<file path="config.mk">
export PLATFORM = sky130hd
export DESIGN_NAME = core_sequencer
export DESIGN_NICKNAME = d
export VERILOG_FILES = /design/src/rtl/core_sequencer_pkg.sv /design/src/rtl/seq_watchdog.sv /design/src/rtl/core_sequencer.sv
export SDC_FILE = /design/constraint.sdc
export NUM_CORES = 1
export LEC_CHECK = 0
export CAP_MARGIN = 20
export CORE_ASPECT_RATIO = 1.4
export CORE_MARGIN = 2
export CORE_UTILIZATION = 35
export CTS_BUF_LIST = sky130_fd_sc_hd__clkbuf_4
export CTS_CLUSTER_SIZE = 10
export DETAILED_ROUTE_END_ITERATION = 16
export GPL_TIMING_DRIVEN = 0
export HOLD_SLACK_MARGIN = 0.05
export PLACE_DENSITY = 0.78
export SETUP_SLACK_MARGIN = 0.5
export SKIP_CTS_REPAIR_TIMING = 1
export SYNTH_ARGS = -nofsm -noshare
export SYNTH_HDL_FRONTEND = slang
export SYNTH_HIERARCHICAL = 1
export SYNTH_SLANG_ARGS = --single-unit
</file>
<file path="constraint.sdc">
create_clock -name clk -period 2.9 [get_ports clk]
set_clock_uncertainty 0.05 [all_clocks]
set_input_delay 0.87 -clock clk [delete_from_list [all_inputs] [get_ports clk]]
set_output_delay 0.87 -clock clk [all_outputs]
set_load 0.005 [all_outputs]
</file>
<file path="src/rtl/core_sequencer_pkg.sv">
`default_nettype none
// ============================================================================
// Module      : core_sequencer_pkg
// Description : Shared types and helpers for the core instruction sequencer.
//               It defines the state encoding, the stage count and the
//               mapping from states to per-stage handshake lanes.
// Revision    : 1.0 - initial release
// ============================================================================
package core_sequencer_pkg;

  // Sequencer states. IDLE and HUNG are the only states that are not stages.
  typedef enum logic [2:0] {
    S_IDLE   = 3'd0,
    S_FETCH  = 3'd1,
    S_DECODE = 3'd2,
    S_EXEC   = 3'd3,
    S_MEM    = 3'd4,
    S_WRITE  = 3'd5,
    S_TRAP   = 3'd6,
    S_HUNG   = 3'd7
  } seq_state_t;

  // Number of stages that have an enabled/completed handshake.
  localparam int unsigned SEQ_STAGE_CNT = 6;

  // Bit position of each stage in the enable/completed lane vectors.
  localparam int unsigned STG_FETCH  = 0;
  localparam int unsigned STG_DECODE = 1;
  localparam int unsigned STG_EXEC   = 2;
  localparam int unsigned STG_MEM    = 3;
  localparam int unsigned STG_WRITE  = 4;
  localparam int unsigned STG_TRAP   = 5;

  // One-hot stage lane for a state; zero for IDLE and HUNG.
  function automatic logic [SEQ_STAGE_CNT-1:0] stage_onehot(input seq_state_t s);
    logic [SEQ_STAGE_CNT-1:0] oh;
    oh = '0;
    case (s)
      S_FETCH:  oh[STG_FETCH]  = 1'b1;
      S_DECODE: oh[STG_DECODE] = 1'b1;
      S_EXEC:   oh[STG_EXEC]   = 1'b1;
      S_MEM:    oh[STG_MEM]    = 1'b1;
      S_WRITE:  oh[STG_WRITE]  = 1'b1;
      S_TRAP:   oh[STG_TRAP]   = 1'b1;
      default:  oh = '0;
    endcase
    return oh;
  endfunction

  // True while the sequencer is waiting on a stage handshake.
  function automatic logic is_stage(input seq_state_t s);
    return (s != S_IDLE) && (s != S_HUNG);
  endfunction

endpackage
`default_nettype wire

</file>
<file path="src/rtl/seq_watchdog.sv">
`default_nettype none
// ============================================================================
// Module      : seq_watchdog
// Description : Stage-hang watchdog. Counts cycles spent in the current
//               stage and flags the last permitted cycle so the sequencer
//               can escalate to the hung state if the stage still has not
//               completed.
// Revision    : 1.0 - initial release
// ============================================================================
module seq_watchdog #(
  parameter int unsigned TIMEOUT_CYCLES = 1024,
  parameter int unsigned TIMEOUT_W      = 11
) (
  input  logic clk,
  input  logic rstn,
  input  logic clear,
  input  logic run,
  output logic expired
);

  // Counter value during the final cycle a stage is allowed to occupy.
  localparam logic [TIMEOUT_W-1:0] C_LIMIT = TIMEOUT_W'(TIMEOUT_CYCLES - 1);

  logic [TIMEOUT_W-1:0] count_q, count_d;

  // Clear on state change, otherwise count cycles while a stage is active.
  always_comb begin
    count_d = count_q;
    if (clear) begin
      count_d = '0;
    end else if (run) begin
      count_d = count_q + TIMEOUT_W'(1);
    end
  end

  // Cycle counter register.
  always_ff @(posedge clk or negedge rstn) begin
    if (!rstn) begin
      count_q <= '0;
    end else begin
      count_q <= count_d;
    end
  end

  // The counter reads 0 in the first stage cycle, so C_LIMIT marks cycle
  // number TIMEOUT_CYCLES; a done in that same cycle still wins upstream.
  assign expired = run & (count_q == C_LIMIT);

endmodule
`default_nettype wire

</file>
<file path="src/rtl/core_sequencer.sv">
`default_nettype none
// ============================================================================
// Module      : core_sequencer
// Description : Multi-cycle control FSM for the core. Steps each instruction
//               through fetch, decode, exec, (mem), write or trap using
//               one-cycle enable pulses and level completion inputs, honours
//               a sticky halt request, and traps stage hangs.
//               Optional feature macro: SEQ_PERF_CNT_EN enables the 64-bit
//               cycle and retired-instruction counters; without it both
//               counter outputs are constant zero.
// Revision    : 1.0 - initial release
// ============================================================================
module core_sequencer
  import core_sequencer_pkg::*;
#(
  parameter int unsigned TIMEOUT_CYCLES = 1024,
  parameter int unsigned TIMEOUT_W      = 11
) (
  input  logic        clk,
  input  logic        rstn,
  input  logic        start,
  input  logic        halt_req,
  output logic        fetch_enabled,
  input  logic        fetch_completed,
  output logic        decode_enabled,
  input  logic        decode_completed,
  output logic        exec_enabled,
  input  logic        exec_completed,
  output logic        mem_enabled,
  input  logic        mem_completed,
  output logic        write_enabled,
  input  logic        write_completed,
  output logic        trap_enabled,
  input  logic        trap_completed,
  input  logic        is_load,
  input  logic        is_store,
  input  logic        is_amo,
  input  logic        exception,
  output logic        busy,
  output logic        retired,
  output logic        hang_err,
  output logic [63:0] cycle_cnt,
  output logic [63:0] instret_cnt
);

  seq_state_t               state_q, state_d;
  logic [SEQ_STAGE_CNT-1:0] en_q, en_d;
  logic                     halt_q, halt_d;
  logic                     retired_q, retired_d;
  logic                     hang_q, hang_d;

  logic [SEQ_STAGE_CNT-1:0] w_completed;
  logic [SEQ_STAGE_CNT-1:0] w_cur_stage;
  logic                     w_first_cycle;
  logic                     w_done;
  logic                     w_is_mem;
  logic                     w_wd_run;
  logic                     w_wd_clear;
  logic                     w_wd_expired;

  assign w_completed[STG_FETCH]  = fetch_completed;
  assign w_completed[STG_DECODE] = decode_completed;
  assign w_completed[STG_EXEC]   = exec_completed;
  assign w_completed[STG_MEM]    = mem_completed;
  assign w_completed[STG_WRITE]  = write_completed;
  assign w_completed[STG_TRAP]   = trap_completed;

  // The enable pulse is high exactly in the first cycle of a stage. A stage
  // may still be holding completed from the previous instruction, so its
  // completed input is masked during that pulse cycle.
  assign w_cur_stage   = stage_onehot(state_q);
  assign w_first_cycle = |en_q;
  assign w_done        = ~w_first_cycle & (|(w_completed & w_cur_stage));
  assign w_is_mem      = is_load | is_store | is_amo;

  assign w_wd_run   = is_stage(state_q);
  assign w_wd_clear = (state_d != state_q);

  seq_watchdog #(
    .TIMEOUT_CYCLES (TIMEOUT_CYCLES),
    .TIMEOUT_W      (TIMEOUT_W)
  ) u_watchdog (
    .clk     (clk),
    .rstn    (rstn),
    .clear   (w_wd_clear),
    .run     (w_wd_run),
    .expired (w_wd_expired)
  );

  // Next-state logic: stage sequencing, with watchdog escalation last so
  // that a completion in the limit cycle takes precedence.
  always_comb begin
    state_d = state_q;
    case (state_q)
      S_IDLE: begin
        if (!halt_req && start) state_d = S_FETCH;
      end
      S_FETCH: begin
        if (w_done) state_d = S_DECODE;
      end
      S_DECODE: begin
        if (w_done) state_d = S_EXEC;
      end
      S_EXEC: begin
        if (w_done) begin
          if (exception) begin
            state_d = S_TRAP;
          end else if (w_is_mem) begin
            state_d = S_MEM;
          end else begin
            state_d = S_WRITE;
          end
        end
      end
      S_MEM: begin
        if (w_done) state_d = S_WRITE;
      end
      S_WRITE, S_TRAP: begin
        if (w_done) state_d = halt_q ? S_IDLE : S_FETCH;
      end
      S_HUNG: begin
        state_d = S_HUNG;
      end
      default: begin
        state_d = S_IDLE;
      end
    endcase
    if (w_wd_run && !w_done && w_wd_expired) state_d = S_HUNG;
  end

  // Next values for the enable pulses, halt latch, retire pulse and hang flag.
  always_comb begin
    en_d = (state_d != state_q) ? stage_onehot(state_d) : '0;

    halt_d = halt_q;
    if ((state_q != S_IDLE) && halt_req) halt_d = 1'b1;
    if (state_d == S_IDLE) halt_d = 1'b0;

    retired_d = w_done & ((state_q == S_WRITE) | (state_q == S_TRAP));
    hang_d    = hang_q | ((state_d == S_HUNG) & (state_q != S_HUNG));
  end

  // Control state registers.
  always_ff @(posedge clk or negedge rstn) begin
    if (!rstn) begin
      state_q   <= S_IDLE;
      en_q      <= '0;
      halt_q    <= 1'b0;
      retired_q <= 1'b0;
      hang_q    <= 1'b0;
    end else begin
      state_q   <= state_d;
      en_q      <= en_d;
      halt_q    <= halt_d;
      retired_q <= retired_d;
      hang_q    <= hang_d;
    end
  end

  assign fetch_enabled  = en_q[STG_FETCH];
  assign decode_enabled = en_q[STG_DECODE];
  assign exec_enabled   = en_q[STG_EXEC];
  assign mem_enabled    = en_q[STG_MEM];
  assign write_enabled  = en_q[STG_WRITE];
  assign trap_enabled   = en_q[STG_TRAP];
  assign busy           = (state_q != S_IDLE);
  assign retired        = retired_q;
  assign hang_err       = hang_q;

`ifdef SEQ_PERF_CNT_EN
  logic [63:0] cycle_cnt_q, cycle_cnt_d;
  logic [63:0] instret_cnt_q, instret_cnt_d;

  // Cycles are counted while working (hung time excluded); both wrap.
  always_comb begin
    cycle_cnt_d   = cycle_cnt_q;
    instret_cnt_d = instret_cnt_q;
    if ((state_q != S_IDLE) && (state_q != S_HUNG)) cycle_cnt_d = cycle_cnt_q + 64'd1;
    if (retired_q) instret_cnt_d = instret_cnt_q + 64'd1;
  end

  // Performance counter registers.
  always_ff @(posedge clk or negedge rstn) begin
    if (!rstn) begin
      cycle_cnt_q   <= '0;
      instret_cnt_q <= '0;
    end else begin
      cycle_cnt_q   <= cycle_cnt_d;
      instret_cnt_q <= instret_cnt_d;
    end
  end

  assign cycle_cnt   = cycle_cnt_q;
  assign instret_cnt = instret_cnt_q;
`else
  assign cycle_cnt   = 64'b0;
  assign instret_cnt = 64'b0;
`endif

endmodule
`default_nettype wire

</file>
# Word-level counts from Yosys, hierarchy flattened
# Cells that the tools add are included.
# op_classes
n_addsub,1
n_eq_ne,17
n_mux,28
n_bitwise,10
n_reduce_logical,15
# ops
operator,count
$eq 3x3->1 const B,8
$mux 11,2
$mux 3,7
$pmux 3 s7,1
$mux 1,16
$eq 3x2->1 const B,4
$reduce_or 6->1,2
$add 11x1->11 const B,1
$eq 11x10->1 const B,1
$and 6x6->6,1
$eq 3x1->1 const B,2
$logic_not 3->1,2
$mux 6,1
$logic_and 1x1->1,5
$and 1x1->1,4
$or 1x1->1,4
$reduce_bool 2->1,2
$ne 3x3->1,1
$ne 3x3->1 const B,1
$reduce_bool 3->1,1
$logic_not 1->1,2
$mux 2,1
$reduce_or 2->1,1
$not 1->1,1
# totals
reg_bits,23
inputBits,14
wordCells,77

# Depth between registers and ports, before layout
# Gate-level depths: netlist of run 1.
# logic_depth
word_depth,12
depth_mapped,15

# Cells and area by module
# The synthesis of run 1 kept the hierarchy.
# by_module_without_submodules
mod,instances,cells_per_inst,area_each_um2
core_sequencer,1,232,1918.1
seq_watchdog,1,56,564.3

# Worst setup path before layout of run 1
# OpenSTA, ideal clock, no wires.
# synth_path
path_kind,register -> register
startpoint,reg state_q[2]
endpoint,reg u_watchdog.count_q[9]
arrival_time_ps,2988
path_slack_ps,-263
path_stages_with_launch,14
synth_period_minus_slack_ps,3163
cell_sequence,dfrtp_1 > clkbuf_1 > nor3_1 > a21oi_1 > buf_4 > nand4_1 > nor4_1 > buf_2 > a2bb2oi_1 > mux2i_1 > o221ai_1 > o211ai_1 > nor4_1 > mux2_2
# synth_via
elab_cells_between_ends,36
cone_classes,9 x eq/ne; 15 x mux; 3 x bitwise; 9 x reduce/logical
# synth_lines
element,line,source
from (decl),core_sequencer.sv:46,"seq_state_t state_q, state_d;"
from (signal assigned),core_sequencer.sv:152,state_q <= state_d;
$ne 3x3->1 / $reduce_bool 3->1 (equally long branches),core_sequencer_pkg.sv:52,return (s != S_IDLE) && (s != S_HUNG);
$logic_and 1x1->1 (*),core_sequencer_pkg.sv:52,
via w_wd_run,core_sequencer.sv:57,logic w_wd_run;
$and 1x1->1 (*),seq_watchdog.sv:47,assign expired = run & (count_q == C_LIMIT);
via w_wd_expired,core_sequencer.sv:59,logic w_wd_expired;
$logic_and 1x1->1 (*),core_sequencer.sv:128,if (w_wd_run && !w_done && w_wd_expired) state_d = S_HUNG;
$mux 3 (*),core_sequencer.sv:128,
$ne 3x3->1 (*),core_sequencer.sv:77,assign w_wd_clear = (state_d != state_q);
via w_wd_clear,core_sequencer.sv:58,logic w_wd_clear;
$mux 11 / $reduce_bool 2->1 (equally long branches),--,
to (signal assigned),seq_watchdog.sv:41,count_q <= count_d;
to (decl),seq_watchdog.sv:24,"logic [TIMEOUT_W-1:0] count_q, count_d;"
# Mark *: on every way through the listed nets, which the timed path passes. The rest lies on a longest branch.
# A chain may end at the register's enable or synchronous reset.

# Worst setup path in the final report of run 1
# layout_path
startpoint,reg state_q[2]
endpoint,reg u_watchdog.count_q[5]
# Same word-level chain as after synthesis.

==> out/results.md, run 1 <==
- finished, violations left — status
- setup timing — violated checks
- 0.051 — proportion of power drawn by the clock network
- 642 — Filler Cells Inserted
- -0.35 ns — worst setup slack for register-to-register paths
- 0.1366 — simple-gate share of the synthesized area
- sky130_fd_sc_hd__buf_4 — cell taking the most area after synthesis
- 0.0005361 V — maximum VDD drop
- 6937 sq um — core box area
- 75.18 um — die boundary width
- 0 — Diodes inserted
- met4 — max layer used
- buffers and inverters — largest family of logic cells by synthesized area
- 2.152 nW — static leakage
- 6 — Yosys Warn Count
- 7 — top fanout value on the critical path
- 0.32 ns — Clock Latency Late Sink
- 7.997 mm — global-route wire length before repair
- 788.1 nW/um^2 — power density over cell area
- 24 — largest net degree at the start of global routing
- 2 — buffer levels on the longest clock path
- 0 — Final ANT Viol Nets
- 3.041 mm — met2 layer wire length in the routed design
- 0.3931 — top cell type's share of synthesized area
- 1 — hold-critical path depth
- 0.02067 — share of cell area taken by muxes after synthesis
- 0.3579 — Initial Util
- 0.4623 — proportion of layout cells with a drive suffix above 1
- 7792 sq um — die area
- yes — unrepaired setup endpoints after global routing
- state_q[2] — reg-to-reg critical path startpoint
- sky130_fd_sc_hd__dfrtp_1 — most used flip-flop cell after synthesis
- 2.009 mm — wl on met1
- 494 — final layout net count
- register — Startpoint Class
- 0 — number of antenna violations at the first check in global routing
- 0 — max cap viols
- 0.6095 ns — Slew @ Worst Pin
- 0.01764 — Synth Area in XOR/XNOR
- 3.860 — average via count per standard cell
- 36 — std cell rows
- 0.1598 — area fraction in compound gates after synthesis
- 0 — Post-synth EDFFs
- 4 — Pre-antenna DRT Iters
- 58.11% — area growth from synthesis to final layout
- 14 — Worst Reg-to-Reg Cells
- sky130_fd_sc_hd__buf_4, sky130_fd_sc_hd__conb_1, sky130_fd_sc_hd__dfrtp_1 — most frequent cells in the layout
- 1,855 — via count of the first global-routing pass
- sky130_fd_sc_hd__buf_4 — commonest non-fill, non-tap cell in the layout
- register — nature of the critical path endpoint
- 14 — logic depth of the worst path, buffers included
- 3.09 ns — required time at the endpoint of the critical path
- 2,212 — Vias
- 0 — final count of hold timing violations
- 1 — Clock H-tree levels
- 1.120 — final worst path period share
- 0.4616 ns — Worst Hold Margin
- 60 — library cells used by synthesis
- sky130_fd_sc_hd__clkbuf_4 — clk root buf
- 5.680 mm — total wire length after detailed routing
- 2482 sq um — area of the mapped netlist
- sky130_fd_sc_hd__buf_4, sky130_fd_sc_hd__dfrtp_1, sky130_fd_sc_hd__a21oi_1 — largest cells by area after synthesis
- 3.247 ns — Min Clock Period, post-route
- 23 — sink count of the clock tree
- 23 — number of synthesized register bits
- 8.619 sq um — Post-Synthesis Mean Instance Area
- 288 — Post-Synthesis Cells
- sky130_fd_sc_hd__dfrtp_2 — slowest stage cell on the critical path
- 4.245 mm — estimated wirelength of the detail-placed design
- done — CTS tree
- 0.2319 — share of the yosys chip area belonging to registers
- 0.14 ns — Reg clk slew, reported paths
- 540 um — total length of routed met3 wires
- 0.8657 — final estimated routing congestion in global placement
- -1.241 ns — setup_tns
- 3 — number of clock buffers inserted by TritonCTS
- hang_err — Hold Startpoint
- 0 — number of remaining DRC errors
- 151 — IO Pins
- 9.913 um — final routed wire length divided by cell count
- 1.000 — fraction of synthesis flops using an asynchronous set or reset pin
- buf_8 -> buf_8 -> a21oi_4 -> buf_6 -> nand4_1 -> nor4_2 -> buf_4 -> a2bb2oi_4 -> mux2i_2 -> o221ai_2 -> o211ai_1 -> buf_4 -> or4_1 -> a21oi_1 — cell breakdown of the critical path
- 0.4336 — switching power share of the total
- 0.005040 — adder-cell share of the synthesized area
- 6 — # setup viols final
- state_q[2] — launching instance or port of the critical path
- -0.3467 ns — final worst setup slack
- 3.44 ns — signal arrival time at the worst endpoint
- 0 — total congestion overflow after global routing
- 1.341 mW — NetSw
- 0.800 — Comb power frac
- reg2reg — path category of the worst min-delay check
- 0.46 ns — crit-path max cell delay
- compound AO/OA/AOI/OAI gates — Top delay family on crit path
- 80 — count of routing violations after the opening detailed-route iteration
- 5 — Critical path buffers and inverters
- 103.6 um — die boundary height
- 0.3080 GHz — max frequency
- 22 — buffers added on ports
- reg2reg — worst setup path category
- 0.1242 — Tot GR Track Use
- 0 — Final Max Slew Viols
- 1.752 mW — Int Pwr
- 0.149 — portion of total power attributed to sequential cells
- 0.5906 — max-slew headroom at the worst pin
registers in the layout (all words and copies together) (netlist names):
register	flops
en_q	6
halt_q	1
hang_err	1
retired	1
state_q	3
u_watchdog/count_q	11
worst paths after layout:
kind	endpoint
hold reg to reg	hang_err
setup reg to reg	u_watchdog/count_q[5]
max in group asynchronous	state_q[0]
hold / removal	hang_err
min in group asynchronous	u_watchdog/count_q[5]
setup / recovery	u_watchdog/count_q[5]
through the flow:
stage	instance area, sq um	cells	power [mW]	utilization	setup slack (ns)
finish	3925	573	3.093	0.5658	-0.3467
detailed placement	3351	532	1.958	0.4830	-0.7633
global placement	3351	532	1.938	0.4830	-0.6939
global route	3925	573	3.285	0.5658	-0.5288
CTS	3378	536	2.124	0.4870	-0.4589
floorplan	3012	415	1.649	-	-0.002384
logic make-up (layout without fill, tap and decap cells):
logic type / Yosys count / after routing
other cells: 1 / 128
simple gates: 57 / 57
fa+ha+maj: 1 / 1
mux: 5 / 5
compound gates: 51 / 51
buf+inv: 145 / 208
xor+xnor: 5 / 5
flops: 23 / 23
layer usage:
| layer | GRT usage | vias to the layer above |
|---|---|---|
| met5 | 0 | - |
| met4 | 0.03759 | 0 |
| met3 | 0.02140 | 8 |
| met2 | 0.2249 | 126 |
| met1 | 0.1427 | 966 |
| li1 | - | 1112 |
synth_stat cells, drive strengths merged (2+ instances only):
cell    count
nand2       7
or4         3
a31oi       3
a22oi       3
and3        5
a211oi      5
nand3       4
o22a        2
o21ai       6
nor2b       4
nor3        4
buf       137
nand4       4
nor2       12
and2b       2
mux2i       4
o211ai      2
o31ai       3
or3         2
xor2        3
nand2b      2
dfrtp      23
clkbuf      2
a32oi       2
a21oi      12
inv         6
xnor2       2
nor4        2
a31o        3
power by group through the flow:
stage / logic (mW) / registers (mW) / clock network, mW
after detailed placement: 1.49 / 0.464 / 0
after global routing: 2.65 / 0.472 / 0.167
final: 2.47 / 0.461 / 0.157
after global placement: 1.48 / 0.460 / 0
after floorplan: 1.20 / 0.451 / 0
after CTS: 1.51 / 0.458 / 0.160
layout make-up:
cell class | instances | area, sq um | area share
Timing Repair Buffer | 59 | 551.8 | 0.1406
Sequential cell | 23 | 578.1 | 0.1473
Clock buffer | 3 | 22.52 | 0.005738
Multi-Input combinational cell | 247 | 1526 | 0.3889
Clock inverter | 1 | 5.005 | 0.001275
Inverter | 6 | 25.02 | 0.006376
Buffer | 139 | 1097 | 0.2796
Tap cell | 95 | 118.9 | 0.03028
Power figures use the tool's default switching activity.
==> run 2, diff against run 1 <==
Settings changed: GPL_TIMING_DRIVEN 0 to unset.
==> run 2 against run 1 <==
Effect of this change: the flow still finishes with violations (setup timing); largest power group unchanged; global-route usage is 1.7 points lower; clock power is 3% lower; core utilization is 18 points lower; power is 26% lower; critical endpoint is now u_watchdog/count_q[10].
==> out/results.md, run 2 (synthesis gave the netlist of run 1 again) <==
- finished, violations left — status
- setup timing — violated checks
- 7792 sq um — die area, unchanged
- 1.183 mW — Int Pwr, -32%
- 6.768 mm — global-route wire length before repair, -15%
- -0.5173 ns — worst slack at placement, +0.2461 ns
- 0.13 ns — Reg clk slew, reported paths, about the same
- 0.1074 — Tot GR Track Use, -0.01676
- 0 — final count of hold timing violations, unchanged
- reg2reg — path category of the worst min-delay check
- u_watchdog/count_q — register with the most flip-flops
- 0.4966 ns — Slew @ Worst Pin, -0.1128 ns
- 0.009728 — global-route track usage on met3, -0.01167
- 8.468% — area growth from synthesis to final layout
- 2.284 mW — Overall Power, -26%
- 11 — max FFs per register, unchanged
- 0 — number of remaining DRC errors, unchanged
- 0 — Final Max Slew Viols, unchanged
- 5 — # setup viols final, -1
- 0.207 — portion of total power attributed to sequential cells, +0.058
- 0.7809 — final estimated routing congestion in global placement, -9.8%
- 66 — count of routing violations after the opening detailed-route iteration, -18%
- 0 — Final ANT Viol Nets, unchanged
- sky130_fd_sc_hd__clkbuf_4 — clk root buf
- 4.884 mm — total wire length after detailed routing, -14%
- 2.999 ns — Min Clock Period, post-route, -0.2473 ns
- 683 — Filler Cells Inserted, +6.4%
- 6937 sq um — core box area, unchanged
- 0.3579 — Initial Util, unchanged
- 0.3334 GHz — max frequency, +8.2%
- 75.18 um — die boundary width, unchanged
- 3.572 mm — estimated wirelength of the detail-placed design, -16%
- 417 — DP Cell Count, -22%
- 1 — Clock H-tree levels, unchanged
- 22 — buffers added on ports, unchanged
- done — CTS tree
- 351 — final layout net count, -29%
- 0.727 — Comb power frac, -0.073
- 0 — Diodes inserted, unchanged
- 0.1924 — GR met2 Demand/Resource, -0.03258
- met2 — GRT Max-Usage Layer
- 0 — max cap viols, unchanged
- 103.6 um — die boundary height, unchanged
- -0.09938 ns — final worst setup slack, +0.2473 ns
- 0.31 ns — Clock Latency Late Sink, about the same
- 0 — total congestion overflow after global routing, unchanged
- u_watchdog/count_q (11), en_q (6), state_q (3) — biggest regs
- 17 — top fanout value on the critical path, +10
- 4 — Pre-antenna DRT Iters, unchanged
- sky130_fd_sc_hd__conb_1, sky130_fd_sc_hd__buf_4, sky130_fd_sc_hd__dfrtp_1 — most frequent cells in the layout
- 2 — buffer levels on the longest clock path, unchanged
- 1.034 — final worst path period share, -0.08529
- reg2reg — worst setup path category
- 0.2060 — proportion of layout cells with a drive suffix above 1, -0.2564
- 24 — largest net degree at the start of global routing, unchanged
- 36 — std cell rows, unchanged
- 1,853 — Vias, -16%
- 0.4822 — switching power share of the total, +0.04855
- 3.20 ns — signal arrival time at the worst endpoint, -0.24 ns
- 1.101 mW — NetSw, -18%
- 0.4484 ns — Worst Hold Margin, -0.01322 ns
- 430 — final cell count without fillers, -25%
- 3 — number of clock buffers inserted by TritonCTS, unchanged
- register — nature of the critical path endpoint
- 1.380 nW — static leakage, -36%
- sky130_fd_sc_hd__conb_1 — commonest non-fill, non-tap cell in the layout
- 0 — number of antenna violations at the first check in global routing, unchanged
- 0.1256 — routing usage on met1, -0.01708
- 3.10 ns — required time at the endpoint of the critical path, about the same
- 11.36 um — final routed wire length divided by cell count, +15%
- 0.067 — proportion of power drawn by the clock network, +0.016
- 0.6664 — max-slew headroom at the worst pin, +0.07579
- 0.3882 — Post-Route Utilization, -0.1777
- 0.0004720 V — maximum VDD drop, -12%
- 848.2 nW/um^2 — power density over cell area, +7.6%
- register — Startpoint Class
- 4.309 — average via count per standard cell, +12%
- yes — unrepaired setup endpoints after global routing
- 151 — IO Pins, unchanged
- 23 — sink count of the clock tree, unchanged
- 1,526 — via count of the first global-routing pass, -18%
## run 2: cell types whose count changed in the layout (fill, tap and decap cells not counted), sizes merged
cell,before,now
dlymetal6s2s,5,9
clkdlybuf4s50,16,13
buf,177,33
## run 2: worst max-delay path, cell delays in order, from the launching register on
cell	delay [ns]
sky130_fd_sc_hd__dfrtp_1	0.44
sky130_fd_sc_hd__buf_6	0.21
sky130_fd_sc_hd__and4bb_2	0.28
sky130_fd_sc_hd__a211oi_4	0.30
sky130_fd_sc_hd__a31o_1	0.24
sky130_fd_sc_hd__o21a_1	0.17
sky130_fd_sc_hd__nor2_2	0.04
sky130_fd_sc_hd__o221ai_2	0.21
sky130_fd_sc_hd__buf_4	0.18
sky130_fd_sc_hd__o2111ai_4	0.15
sky130_fd_sc_hd__or4_4	0.54
sky130_fd_sc_hd__a21oi_2	0.12
## run 2: final timing paths
check,end,start,cells past startpoint,slack (ns)
hold reg to reg,hang_err,hang_err,1,0.45
hold / removal,hang_err,hang_err,1,0.45
min in group asynchronous,u_watchdog/count_q[5],rstn,2,0.86
max in group asynchronous,state_q[2],rstn,2,1.70
setup reg to reg,u_watchdog/count_q[10],state_q[1],11,-0.1
setup / recovery,u_watchdog/count_q[10],state_q[1],11,-0.1
## run 2: metal layers
metal	routed length [um]	vias to the layer above	part of all wire
met4	181	0	0.037
li1	-	824	-
met5	0	-	0
met3	425	22	0.087
met2	2508	143	0.51
met1	1769	864	0.36
## run 2: stage by stage
step,cell area [sq um],setup TNS (ns)
after floorplan,3012,-0.002384
after global placement,2465,-1.999
after detailed placement,2465,-2.641
after CTS,2492,-0.3678
after global routing,2693,-0.8164
final,2693,-0.1936
## run 2: power groups by stage
stage	sequential, mW	combinational, mW	clock [mW]
after detailed placement	0.469	1.45	0
after floorplan	0.451	1.20	0
after global placement	0.466	1.42	0
after global routing	0.482	1.79	0.173
after CTS	0.463	1.45	0.157
final	0.472	1.66	0.152
## run 2: layout make-up
type	count	area [sq um]	area share
clock buffers	3	22.52	0.008364
clock inverters	1	5.005	0.001859
inverters	6	22.52	0.008364
multi-input cells	247	1448	0.5376
flip-flops and latches	23	578.1	0.2147
well taps	95	118.9	0.04415
repair buffers	55	498.0	0.1849
==> run 3, diff against run 2 <==
Settings changed: GPL_ROUTABILITY_DRIVEN set to 0.
==> run 3 against run 2 <==
Effect of this change: the flow still finishes with violations (setup timing); routed wire length rose by 0.35%; sequential power barely moved; global-route usage fell by 0.093 points; non-clock buffer count rose by 10; power rose by 11%; critical path depth rose by 1; clock power rose by 4%; critical endpoint is now u_watchdog/count_q[9].
==> out/results.md, run 3 (synthesis gave the netlist of run 1 again) <==
- finished, violations left — status
- setup timing — violated checks
- done — CTS tree
- reg2reg — path category of the worst min-delay check
- 1 — Clock H-tree levels, unchanged
- 24 — largest net degree at the start of global routing, unchanged
- 11 — max FFs per register, unchanged
- 0 — final count of hold timing violations, unchanged
- 13.16% — area growth from synthesis to final layout
- state_q[1] — reg-to-reg critical path startpoint
- 0 — total congestion overflow after global routing, unchanged
- 0.185 — portion of total power attributed to sequential cells, -0.022
- 4.248 — average via count per standard cell, -1.4%
- u_watchdog/count_q (11), en_q (6), state_q (3) — biggest regs
- 0.3345 GHz — max frequency, +0.34%
- register — nature of the critical path endpoint
- 75.18 um — die boundary width, unchanged
- 0.3579 — Initial Util, unchanged
- 103.6 um — die boundary height, unchanged
- 361 — final layout net count, +2.8%
- 0.2377 — proportion of layout cells with a drive suffix above 1, +0.03171
- 3.15 ns — signal arrival time at the worst endpoint, -0.05 ns
- 0 — max cap viols, unchanged
- sky130_fd_sc_hd__clkbuf_4 — clk root buf
- sky130_fd_sc_hd__conb_1 — commonest non-fill, non-tap cell in the layout
- 0 — number of antenna violations at the first check in global routing, unchanged
- 0.4483 ns — Worst Hold Margin, -0.00004300 ns
- reg2reg — worst setup path category
- 0.0005447 V — maximum VDD drop, +15%
- 0 — Diodes inserted, unchanged
- 2.989 ns — Min Clock Period, post-route, -0.01025 ns
- hang_err — Hold Startpoint
- 0.4588 — switching power share of the total, -0.02338
- u_watchdog/count_q — register with the most flip-flops
- 1,451 — via count of the first global-routing pass, -4.9%
- 0.1065 — Tot GR Track Use, -0.0009321
- 151 — IO Pins, unchanged
- 0.5928 ns — Slew @ Worst Pin, +0.09615 ns
- 1.461 nW — static leakage, +5.8%
- 22 — buffers added on ports, unchanged
- -0.09 ns — worst setup slack for register-to-register paths, about the same
- 417 — DP Cell Count, unchanged
- 3 — number of clock buffers inserted by TritonCTS, unchanged
- sky130_fd_sc_hd__conb_1, sky130_fd_sc_hd__buf_4, sky130_fd_sc_hd__dfrtp_1 — most frequent cells in the layout
- 49 — count of routing violations after the opening detailed-route iteration, -26%
- 0 — Final ANT Viol Nets, unchanged
- 901.7 nW/um^2 — power density over cell area, +6.3%
- 36 — std cell rows, unchanged
- register — Startpoint Class
- 3.06 ns — required time at the endpoint of the critical path, -0.04 ns
- 12 — Worst Reg-to-Reg Cells, +1
- 1 — # setup viols final, -4
- 1.371 mW — Int Pwr, +16%
- 23 — sink count of the clock tree, unchanged
- 4 — Pre-antenna DRT Iters, unchanged
- 2 — buffer levels on the longest clock path, unchanged
- 0.062 — proportion of power drawn by the clock network, -0.005
- 0.13 ns — Reg clk slew, reported paths, about the same
- 0.30 ns — Clock Latency Late Sink, about the same
- 0.6018 — max-slew headroom at the worst pin, -0.06459
- 1.162 mW — NetSw, +5.5%
- 0 — Final Max Slew Viols, unchanged
- 7792 sq um — die area, unchanged
- 11.14 um — final routed wire length divided by cell count, -1.9%
- 3.344 mm — estimated wirelength of the detail-placed design, -6.4%
- 440 — final cell count without fillers, +2.3%
- 1,869 — Vias, +0.86%
- 0.752 — Comb power frac, +0.025
- 1 — hold-critical path depth, unchanged
- 4.901 mm — total wire length after detailed routing, +0.35%
- u_watchdog/count_q[9] — R2R Path End
- -0.08913 ns — final worst setup slack, +0.01025 ns
- 6937 sq um — core box area, unchanged
- 0 — number of remaining DRC errors, unchanged
- hang_err — Hold Crit Endpoint
- 5 — top fanout value on the critical path, -12
- yes — unrepaired setup endpoints after global routing
- 6.782 mm — global-route wire length before repair, +0.21%
- 1.031 — final worst path period share, -0.003533
==> run 3: cell count changes in the layout (fill, tap and decap cells not counted), sizes merged <==
cell           delta
dlymetal6s2s      +1
clkinv            -1
clkdlybuf4s50     -2
clkbuf            +3
buf               +9
==> run 3: worst max-delay path, cell delays in order (launching register included) <==
cell                        delay, ns
sky130_fd_sc_hd__dfrtp_2         0.46
sky130_fd_sc_hd__nand2_2         0.09
sky130_fd_sc_hd__inv_2           0.06
sky130_fd_sc_hd__a21oi_4         0.16
sky130_fd_sc_hd__nand4_1         0.13
sky130_fd_sc_hd__nor4_1          0.29
sky130_fd_sc_hd__buf_4           0.20
sky130_fd_sc_hd__a2bb2oi_2       0.16
sky130_fd_sc_hd__mux2i_1         0.11
sky130_fd_sc_hd__o221ai_2        0.27
sky130_fd_sc_hd__o211ai_1        0.21
sky130_fd_sc_hd__nor4_1          0.33
sky130_fd_sc_hd__mux2_2          0.36
==> run 3: metal layers <==
metal  global-route usage  wire length (um)
met4              0.04010               177
met3              0.01265               467
met5                    0                 0
met2               0.1729              2478
met1               0.1413              1777
==> run 3: area by class of cell <==
| class | instances | area, sq um |
|---|---|---|
| Clock buffer | 4 | 30.03 |
| Inverter | 6 | 22.52 |
| Multi-Input combinational cell | 247 | 1443 |
| Sequential cell | 23 | 578.1 |
| Fill cell | 687 | 4128 |
| Tap cell | 95 | 118.9 |
| Timing Repair Buffer | 65 | 616.8 |
==> run 3: power by group through the flow <==
stage,registers [mW],clock network (mW),logic [mW]
2_1_floorplan,0.451,0,1.20
5_1_grt,0.479,0.182,2.05
3_3_place_gp,0.460,0,1.39
6_report,0.470,0.158,1.91
4_1_cts,0.457,0.166,1.44
3_5_place_dp,0.465,0,1.43
==> run 3: worst max path at each step <==
stage                         start                     to  slack [ns]
CTS                  trap_completed  u_watchdog/count_q[9]       -0.11
finish                   state_q[1]  u_watchdog/count_q[9]       -0.09
global route             state_q[1]  u_watchdog/count_q[9]       -0.26
detailed placement   trap_completed  u_watchdog/count_q[9]       -0.45
floorplan           write_completed  u_watchdog/count_q[9]      -0.002
global placement    write_completed  u_watchdog/count_q[9]       -0.40
==> run 3: through the flow <==
step | power [mW] | TNS (ns) | instance area (sq um) | worst slack (ns) | utilization
after floorplan | 1.649 | -0.002384 | 3012 | -0.002384 | -
after CTS | 2.058 | -0.3405 | 2495 | -0.1130 | 0.3597
final | 2.533 | -0.08913 | 2809 | -0.08913 | 0.4049
after global placement | 1.854 | -1.883 | 2465 | -0.3954 | 0.3553
after detailed placement | 1.894 | -2.396 | 2465 | -0.4507 | 0.3553
after global routing | 2.708 | -0.5918 | 2809 | -0.2566 | 0.4049
